<file path="src/rtl/sap_ctrl_pkg.sv">
// Shared definitions for the SAP control path: control-word bit masks, opcodes,
// sequencer states and the two fetch microwords common to every instruction.
package sap_ctrl_pkg;

    localparam logic [15:0] C_HLT = 16'h8000;
    localparam logic [15:0] C_MI  = 16'h4000;
    localparam logic [15:0] C_RI  = 16'h2000;
    localparam logic [15:0] C_RO  = 16'h1000;
    localparam logic [15:0] C_IO  = 16'h0800;
    localparam logic [15:0] C_II  = 16'h0400;
    localparam logic [15:0] C_AI  = 16'h0200;
    localparam logic [15:0] C_AO  = 16'h0100;
    localparam logic [15:0] C_EO  = 16'h0080;
    localparam logic [15:0] C_SU  = 16'h0040;
    localparam logic [15:0] C_BI  = 16'h0020;
    localparam logic [15:0] C_OI  = 16'h0010;
    localparam logic [15:0] C_CE  = 16'h0008;
    localparam logic [15:0] C_CO  = 16'h0004;
    localparam logic [15:0] C_J   = 16'h0002;
    localparam logic [15:0] C_FI  = 16'h0001;

    localparam logic [15:0] FETCH_S0 = C_MI | C_CO;
    localparam logic [15:0] FETCH_S1 = C_RO | C_II | C_CE;

    typedef enum logic [3:0] {
        OP_NOP = 4'h0,
        OP_LDA = 4'h1,
        OP_ADD = 4'h2,
        OP_SUB = 4'h3,
        OP_STA = 4'h4,
        OP_LDI = 4'h5,
        OP_JMP = 4'h6,
        OP_JC  = 4'h7,
        OP_JZ  = 4'h8,
        OP_OUT = 4'hE,
        OP_HLT = 4'hF
    } opcode_e;

    typedef enum logic {
        ST_RUN  = 1'b0,
        ST_HALT = 1'b1
    } state_e;

endpackage

</file>
<file path="src/rtl/microcode_rom.sv">
// Combinational microcode table: (opcode, step, flags) -> (microword, last step).
// Unlisted opcodes and out-of-range upper opcode bits decode as NOP.
module microcode_rom
    import sap_ctrl_pkg::*;
#(
    parameter int STEP_W   = 3,
    parameter int OPCODE_W = 4
) (
    input  logic [OPCODE_W-1:0] i_opcode,
    input  logic [STEP_W-1:0]   i_step,
    input  logic                i_carry,
    input  logic                i_zero,
    output logic [15:0]         o_word,
    output logic                o_last
);

    logic [3:0] w_op;

    if (OPCODE_W > 4) begin : g_wide_op
        assign w_op = (|i_opcode[OPCODE_W-1:4]) ? OP_NOP : i_opcode[3:0];
    end else begin : g_narrow_op
        assign w_op = 4'(i_opcode);
    end

    logic w_s2;
    logic w_s3;

    assign w_s2 = (i_step == STEP_W'(2));
    assign w_s3 = (i_step == STEP_W'(3));

    always_comb begin
        // NOTE: every output gets a default first so no path can infer a latch.
        o_word = '0;
        o_last = 1'b0;
        if (i_step == '0) begin
            o_word = FETCH_S0;
        end else if (i_step == STEP_W'(1)) begin
            o_word = FETCH_S1;
        end else begin
            case (w_op)
                OP_LDA: begin
                    o_word = w_s2 ? (C_IO | C_MI) : (C_RO | C_AI);
                    o_last = !w_s2;
                end
                OP_ADD, OP_SUB: begin
                    if (w_s2) begin
                        o_word = C_IO | C_MI;
                    end else if (w_s3) begin
                        o_word = C_RO | C_BI;
                    end else begin
                        o_word = C_EO | C_AI | C_FI | ((w_op == OP_SUB) ? C_SU : 16'h0000);
                        o_last = 1'b1;
                    end
                end
                OP_STA: begin
                    o_word = w_s2 ? (C_IO | C_MI) : (C_AO | C_RI);
                    o_last = !w_s2;
                end
                OP_LDI: begin
                    o_word = C_IO | C_AI;
                    o_last = 1'b1;
                end
                OP_JMP: begin
                    o_word = C_IO | C_J;
                    o_last = 1'b1;
                end
                OP_JC: begin
                    o_word = i_carry ? (C_IO | C_J) : 16'h0000;
                    o_last = 1'b1;
                end
                OP_JZ: begin
                    o_word = i_zero ? (C_IO | C_J) : 16'h0000;
                    o_last = 1'b1;
                end
                OP_OUT: begin
                    o_word = C_AO | C_OI;
                    o_last = 1'b1;
                end
                OP_HLT: begin
                    o_word = C_HLT;
                    o_last = 1'b1;
                end
                default: begin
                    o_last = 1'b1;
                end
            endcase
        end
    end

endmodule

</file>
<file path="src/rtl/microcode_sequencer.sv">
// Step counter + registered control word with RUN/sticky-HALT states.
// Optional instruction counter enabled by MICROCODE_INSTR_COUNT_EN.
module microcode_sequencer
    import sap_ctrl_pkg::*;
#(
    parameter  int STEPS    = 5,
    parameter  int OPCODE_W = 4,
    parameter  int CTRL_W   = 16,
    localparam int STEP_W   = $clog2(STEPS)
) (
    input  logic                clk,
    input  logic                rst,
    input  logic [OPCODE_W-1:0] instruction,
    input  logic                carry_flag,
    input  logic                zero_flag,
    output logic [CTRL_W-1:0]   ctrl_data,
    output logic [STEP_W-1:0]   step,
    output logic                halted
`ifdef MICROCODE_INSTR_COUNT_EN
    ,
    output logic [31:0]         instr_count
`endif
);

    state_e            r_state;
    logic [STEP_W-1:0] r_step;
    logic [CTRL_W-1:0] r_ctrl;

    state_e            w_state_nxt;
    logic [STEP_W-1:0] w_step_nxt;
    logic [CTRL_W-1:0] w_ctrl_nxt;
    logic [15:0]       w_word;
    logic              w_rom_last;
    logic              w_last;

    microcode_rom #(
        .STEP_W   (STEP_W),
        .OPCODE_W (OPCODE_W)
    ) u_rom (
        .i_opcode (instruction),
        .i_step   (r_step),
        .i_carry  (carry_flag),
        .i_zero   (zero_flag),
        .o_word   (w_word),
        .o_last   (w_rom_last)
    );

    // The final step slot always ends the instruction, truncating long sequences.
    assign w_last = w_rom_last || (r_step == STEP_W'(STEPS - 1));

    always_comb begin
        w_state_nxt = r_state;
        w_step_nxt  = r_step;
        w_ctrl_nxt  = r_ctrl;
        case (r_state)
            ST_RUN: begin
                w_ctrl_nxt = CTRL_W'(w_word);
                w_step_nxt = w_last ? '0 : r_step + STEP_W'(1);
                if ((w_word & C_HLT) != 16'h0000) begin
                    w_state_nxt = ST_HALT;
                end
            end
            default: begin
            end
        endcase
    end

    always_ff @(posedge clk or posedge rst) begin
        if (rst) begin
            r_state <= ST_RUN;
            r_step  <= '0;
            r_ctrl  <= '0;
        end else begin
            // NOTE: state registers use non-blocking assignments so all flops update together.
            r_state <= w_state_nxt;
            r_step  <= w_step_nxt;
            r_ctrl  <= w_ctrl_nxt;
        end
    end

    assign ctrl_data = r_ctrl;
    assign step      = r_step;
    assign halted    = (r_state == ST_HALT);

`ifdef MICROCODE_INSTR_COUNT_EN
    logic [31:0] r_instr_count;

    always_ff @(posedge clk or posedge rst) begin
        if (rst) begin
            r_instr_count <= '0;
        end else if (r_state == ST_RUN && r_step == '0) begin
            r_instr_count <= r_instr_count + 32'd1;
        end
    end

    assign instr_count = r_instr_count;
`endif

endmodule

</file>
<file path="config.mk">
export PLATFORM = sky130hd
export DESIGN_NAME = microcode_sequencer
export DESIGN_NICKNAME = d
export VERILOG_FILES = /design/src/rtl/sap_ctrl_pkg.sv /design/src/rtl/microcode_rom.sv /design/src/rtl/microcode_sequencer.sv
export SDC_FILE = /design/constraint.sdc
export NUM_CORES = 1
export LEC_CHECK = 0
export ABC_CLOCK_PERIOD_IN_PS = 1500
export CORE_MARGIN = 4
export CORE_UTILIZATION = 35
export CTS_BUF_LIST = sky130_fd_sc_hd__clkbuf_4 sky130_fd_sc_hd__clkbuf_8 sky130_fd_sc_hd__clkbuf_16
export CTS_CLUSTER_SIZE = 20
export DETAILED_ROUTE_END_ITERATION = 12
export SLEW_MARGIN = 20
export SYNTH_ARGS = -nofsm -noshare
export SYNTH_HDL_FRONTEND = slang
export SYNTH_HIERARCHICAL = 1
export SYNTH_SLANG_ARGS = --single-unit
</file>
<file path="constraint.sdc">
create_clock -name clk -period 1.5 [get_ports clk]
set_input_delay 0.225 -clock clk [delete_from_list [all_inputs] [get_ports clk]]
set_output_delay 0.225 -clock clk [all_outputs]
set_load 0.01 [all_outputs]
</file>
==> impl_metrics.json, run 1 <==
{
  "outcome": "finished, violations left",
  "max_freq_mhz": 650.3,
  "ios": 28,
  "seq_area_um2": 504.2,
  "rrSetupSlack_ns": -0.04,
  "leakagePower_uw": 0.0008372,
  "core_area_mm2": 0.003442,
  "dieArea_mm2": 0.004709,
  "cts_tree": "done",
  "first_iter_violations": 31,
  "power_frac_clock_pct": 18.3,
  "fin_crit_ns": 1.538,
  "syn_nets": 123,
  "num_rows": 21,
  "grt_overflow": 0,
  "total_power_uw": 2955,
  "hold_viol_final": 0,
  "relSlewSlack_pct": 78.36,
  "htree_levels": 1,
  "antenna_found_initial": 0,
  "place_area_mm2": 0.001690,
  "hpwl_mm": 2.177,
  "final_cell_mix": "20 x buf_4, 19 x clkdlybuf4s50_1, 17 x dfrtp_1",
  "fin_worst_skew_ns": 0.003281,
  "slew_viol_final": 0,
  "p_int_uw": 1932,
  "clk_pin_slew_ns": 0.08,
  "synth_warnings": 6,
  "timing.setup.tns_ns": -0.07754,
  "avgRoutedWirePerCell_um": 15.12,
  "final-instance-count-excl-fill": 204,
  "drive_gt1_share_pct": 38.61,
  "cp.required_ns": 1.65,
  "synth_seq_cells": 20,
  "drc_errors": 0,
  "cts_root_buf": "clkbuf_8",
  "pwr-share-comb_pct": 54.4,
  "vias_per_cell": 5.127,
  "rr_worst_depth": 6,
  "multi_input_area_um2": 738.2,
  "synth_edf_count": 0,
  "timing.rr.start": "step[1]",
  "synth_cell_types": 41,
  "numPortBuffers": 27,
  "worstMarginPinSlew_ns": 0.3225,
  "finalSetupViolations": 4,
  "routed_wirelength_mm": 3.084,
  "layout_commonest_cell": "buf_4",
  "arrival_ns": 1.69,
  "cap_violations": 0,
  "numClockSinks": 20,
  "start_kind": "flip-flop",
  "fin_area_mm2": 0.001842,
  "synthFlopType": "dfrtp_1",
  "critPathCaptureType": "flip-flop",
  "syn_area_per_cell_um2": 11.38,
  "synthCells": 113,
  "max-clock-path-buffers": 2,
  "area_growth_pct": 43.19,
  "r2r_end": "step[1]",
  "grt_max_degree": 21,
  "placed_cells": 197,
  "fin_hold_ws_ns": 0.2925,
  "insertion_delay_ns": 0.26,
  "initial_core_util_pct": 37.37,
  "grt_pass1_vias": 1080,
  "cellPowerDensity_mw_per_mm2": 1604,
  "cts_inserted_buffers": 3,
  "grt_pass1_wl_mm": 5.161,
  "fillers": 317,
  "p_sw_uw": 1023,
  "grt.total_usage_pct": 14.55,
  "die_w_um": 68.62,
  "fin_ws_ns": -0.03776,
  "die_h_um": 68.62,
  "timing.final.crit_share_pct": 102.5,
  "p_sw_share_pct": 34.62,
  "rsz0062_at_grt": "true",
  "synth_area_mm2": 0.001286,
  "hold_path_class": "primary input to async pin",
  "crit_type": "flip-flop to flip-flop",
  "final_net_count": 169,
  "peakVddDrop_uv": 1106,
  "crit_fanout": 4,
  "firstDrtPassIters": 4,
  "hold_buffers": 0,
  "vias": 1046,
  "ant_nets": 0,
  "seqPwrFrac_pct": 27.3,
  "async_flop_share_pct": 100.0,
  "yosysSeqAreaShare_pct": 38.91,
  "gp_congestion": 0.7851,
  "antennaDiodeCount": 0,
  "violations": "setup timing"
}
## cell families after synthesis
family / after synthesis / synth area share (%)
DFF: 20 / 38.91
xor gates and xnor gates: 1 / 0.6811
buffers and inverters: 15 / 8.560
and+or+nand+nor: 36 / 17.61
muxes: 16 / 18.68
AOI/OAI and AO/OA: 23 / 13.62
adders and majority gates: 2 / 1.945
## worst max-delay path, stage by stage, from the launching register on
cell       delay, ns
dfrtp_2         0.42
or2b_1          0.20
a2bb2oi_2       0.07
o32ai_2         0.34
buf_4           0.20
a21oi_2         0.03
a22o_1          0.18
## worst max-delay path by stage
stage	start	endpoint	slack [ns]	cells after the start
6_report	step[1]	step[1]	-0.04	6
5_1_grt	step[1]	step[1]	-0.09	6
4_1_cts	step[2]	step[0]	-0.04	6
3_5_place_dp	instruction[0]	step[0]	-0.53	8
3_3_place_gp	instruction[2]	step[0]	-0.47	8
2_1_floorplan	step[1]	step[2]	-0.07	6
## registers in the layout, summed over array words and instances (netlist names)
| name | flops |
|---|---|
| step | 3 |
| halted | 1 |
| ctrl_data | 16 |
## power by group through the flow
stage | Sequential (uW) | Clock (uW) | Combinational (uW)
6_report | 808 | 541 | 1610
5_1_grt | 830 | 575 | 1740
4_1_cts | 806 | 554 | 1530
3_5_place_dp | 809 | 0 | 1490
3_3_place_gp | 801 | 0 | 1460
2_1_floorplan | 892 | 0 | 879
## synth_stat cells, types with 3 or more instances
| cell | number | area (um^2) |
|---|---|---|
| nor2_2 | 3 | 18.77 |
| nor3_1 | 3 | 15.01 |
| o21ai_0 | 3 | 15.01 |
| buf_4 | 4 | 30.03 |
| mux2_4 | 16 | 240.2 |
| a211oi_1 | 3 | 22.52 |
| nor2_1 | 3 | 11.26 |
| inv_1 | 5 | 18.77 |
| nand3b_1 | 4 | 30.03 |
| dfrtp_1 | 20 | 500.5 |
| nand2_1 | 4 | 15.01 |
| buf_6 | 5 | 56.30 |
## timing repair
action | CTS | global route
pin swaps | 2 | 2
gates resized for setup | 15 | 10
buffers inserted | 1 | 2
endpoints found under the setup margin | 12 | 10
## final cells by class
class                   count  share of cell area [%]
flip-flops and latches     20                   27.38
well taps                  46                   3.125
multi-input cells          78                   40.08
clock buffers               3                   2.242
inverters                   5                   1.019
clock inverters             1                   1.630
repair buffers             51                   24.52
## layer usage
metal | wire length (um) | GRT usage, %
met5 | 0 | 0
met4 | 21 | 5.211
met3 | 136 | 2.431
met2 | 1521 | 24.79
met1 | 1404 | 18.36
## metrics by stage
| step | utilization, % | setup slack, ns |
|---|---|---|
| floorplan | - | -0.07360 |
| global placement | 49.11 | -0.4729 |
| detailed placement | 49.11 | -0.5345 |
| CTS | 51.87 | -0.03791 |
| global route | 53.51 | -0.09275 |
| finish | 53.51 | -0.03776 |
Note: power is estimated with default switching activity, not from simulation.
==> run 2: changes to the inputs <==
- ABC_AREA: default -> 1
- CORE_UTILIZATION: 35 -> 44
- PLACE_DENSITY: default -> 0.75
==> run 2 against run 1 <==
  * The run now ends clean
  * Global-route usage increased by 3.7 points
  * Clock-buffer cell count unchanged
  * Final area fell by 7.6%
  * Area after synthesis down 9.1%
  * Wire length is 2.1% lower
  * Total power shrank 6.5%
  * Largest power group unchanged
  * Synthesized cell count increased by 47%
  * Largest cell class unchanged
==> impl_metrics.json, run 2 <==
{
  "antenna_found_initial": 0,
  "drive_gt1_share_pct": 22.37,
  "ios": 28,
  "yosysSeqAreaShare_pct": 42.83,
  "critPathCaptureType": "output port",
  "largest_reg_flops": 16,
  "firstDrtPassIters": 5,
  "crit_type": "flip-flop to output port",
  "grt_pass1_vias": 1213,
  "ant_nets": 0,
  "synthFlopType": "dfrtp_1",
  "timing.final.crit_share_pct": 97.45,
  "place_area_mm2": 0.001536,
  "synth_common_cells": "79 x nand2_1, 20 x dfrtp_1, 14 x inv_1",
  "timing.setup.tns_ns": 0,
  "core_area_mm2": 0.002500,
  "rsz0062_at_grt": "true",
  "synth_seq_cells": 20,
  "timing.rr.start": "step[2]",
  "numPortBuffers": 27,
  "htree_levels": 1,
  "hpwl_mm": 2.103,
  "outcome": "complete, no violations",
  "slew_viol_final": 0,
  "cap_violations": 0,
  "clk_pin_slew_ns": 0.12,
  "die_h_um": 59.54,
  "dieArea_mm2": 0.003544,
  "vias_per_cell": 4.835,
  "first_iter_violations": 33,
  "worstMarginPinSlew_ns": 0.2946,
  "area_growth_pct": 45.61,
  "synth_top_area_share_pct": 42.83,
  "routed_wirelength_mm": 3.020,
  "final_cell_mix": "79 x nand2_1, 27 x buf_4, 19 x clkdlybuf4s50_1",
  "synth_cell_types": 21,
  "hold_path_class": "primary input to async pin",
  "avgRoutedWirePerCell_um": 12.13,
  "cp.required_ns": 1.27,
  "grt.total_usage_pct": 18.24,
  "syn_area_per_cell_um2": 7.040,
  "cts_root_buf": "clkbuf_4",
  "leakagePower_uw": 0.0009910,
  "relSlewSlack_pct": 80.33,
  "synth_warnings": 6,
  "fin_worst_skew_ns": 0.002487,
  "yosysMostFrequentCell": "nand2_1",
  "slowest_delay_ns": 0.54,
  "start_kind": "flip-flop",
  "vias": 1204,
  "gr-usage-met3_pct": 3.268,
  "die_w_um": 59.54,
  "synth_top_area_cell": "dfrtp_1",
  "worstSetupStartpoint": "step[1]",
  "grt_max_degree": 22,
  "antennaDiodeCount": 0,
  "fin_area_mm2": 0.001702,
  "grt_overflow": 0,
  "final_core_util_pct": 68.07,
  "cellPowerDensity_mw_per_mm2": 1624,
  "arrival_ns": 1.24,
  "final_net_count": 230,
  "grt_pass1_wl_mm": 4.961,
  "path_delay_family": "buffers and inverters",
  "use_met1_pct": 21.74,
  "finalSetupViolations": 0,
  "top_usage_layer": "met2",
  "insertion_delay_ns": 0.30,
  "fin_crit_ns": 1.462,
  "critPathSlowestCell": "clkdlybuf4s50_1",
  "use_met2_pct": 31.67,
  "initial_core_util_pct": 46.75,
  "numClockSinks": 20,
  "async_flop_share_pct": 100.0,
  "hold_viol_final": 0,
  "path_cells": "clkdlybuf4s50_1",
  "crit_fanout": 2,
  "fillers": 206,
  "syn_nets": 176,
  "layout_commonest_cell": "nand2_1",
  "drc_errors": 0,
  "hold_buffers": 0,
  "gp_congestion": 0.8714,
  "peakVddDrop_uv": 1435,
  "synth_area_mm2": 0.001169,
  "synth_edf_count": 0,
  "fin_hold_ws_ns": 0.2261,
  "cts_tree": "done",
  "synthCells": 166,
  "num_rows": 18,
  "critPathBufInv": 1,
  "synth.area.top_cells": "dfrtp_1 43%, nand2_1 25%, inv_1 4.5%",
  "cts_inserted_buffers": 3,
  "max_freq_mhz": 684.1,
  "max-clock-path-buffers": 2
}
-- run 2: cell types whose count changed in the layout (fill, tap and decap cells not counted), sizes merged, moves of 3 or more --
cell,previous run,this run
nand3b,4,1
nand2,4,81
buf,24,28
nor2,6,14
inv,5,20
dlygate4sd2,7,3
nand3,1,10
dlymetal6s2s,0,5
mux2,16,0
a211oi,3,0
-- run 2: power breakdown --
group	switching (uW)	internal (uW)	leakage, uW	total, uW
registers	105	701	0.000262	806
logic	786	724	0.000701	1510
clock network	178	270	0.0000279	447
total	1070	1700	0.000991	2760
-- run 2: worst paths after layout --
| kind | to | cells after the start | slack, ns |
|---|---|---|---|
| min in group clk | ctrl_data[4] | 5 | 0.42 |
| worst max-delay path | step[1] | 1 | 0.04 |
| worst max register to register | step[1] | 9 | 0.12 |
| max in group asynchronous | step[2] | 3 | 1.05 |
| worst min register to register | ctrl_data[13] | 2 | 0.49 |
| worst min-delay path | ctrl_data[7] | 3 | 0.23 |
-- run 2: final cells by class --
type / instances / area (um^2) / share of cell area (%)
clock buffers: 3 / 22.52 / 1.324
clock inverters: 1 / 30.03 / 1.765
inverters: 20 / 77.57 / 4.559
multi-input cells: 120 / 538.0 / 31.62
flip-flops and latches: 20 / 503.0 / 29.56
well taps: 30 / 37.54 / 2.206
repair buffers: 55 / 493.0 / 28.97
-- run 2: per-layer routing --
metal / part of all wire (%) / up-vias
met2: 49 / 35
met3: 5.9 / 6
li1: - / 608
met5: 0 / -
met4: 1.8 / 0
met1: 43 / 555
-- run 2: cells by family (layout without fill, tap and decap cells) --
group / count (synthesis) / after routing / synth area share, %
adder cells (fa/ha/maj): 2 / 2 / 2.141
AO/OA/AOI/OAI: 6 / 6 / 2.784
buffers and inverters: 26 / 79 / 11.56
AND/OR/NAND/NOR: 112 / 112 / 40.68
flip-flops: 20 / 20 / 42.83
-- run 2: tightest hold or removal path: stages --
cell,delay (ns)
clkdlybuf4s50_1,0.39
inv_1,0.05
buf_4,0.26
-- run 2: stage by stage --
step           instances  setup WS [ns]  power [uW]
6_report             249        0.03825        2764
5_1_grt              249       -0.03899        2985
4_1_cts              241        0.01291        2607
3_5_place_dp         233        -0.3330        2094
3_3_place_gp         233        -0.1839        2047
2_1_floorplan        166         0.1965        1602
-- run 2: timing repair --
action,in CTS,in global routing
buffers inserted,4,8
pin swaps,0,9
gates resized for setup,5,10
setup endpoints to repair,4,7
==> run 3: changes to the inputs <==
- GPL_ROUTABILITY_DRIVEN: default -> 0
==> results of run 3 <==
No change in the layout: final DEF, timing and power equal those of run 2.
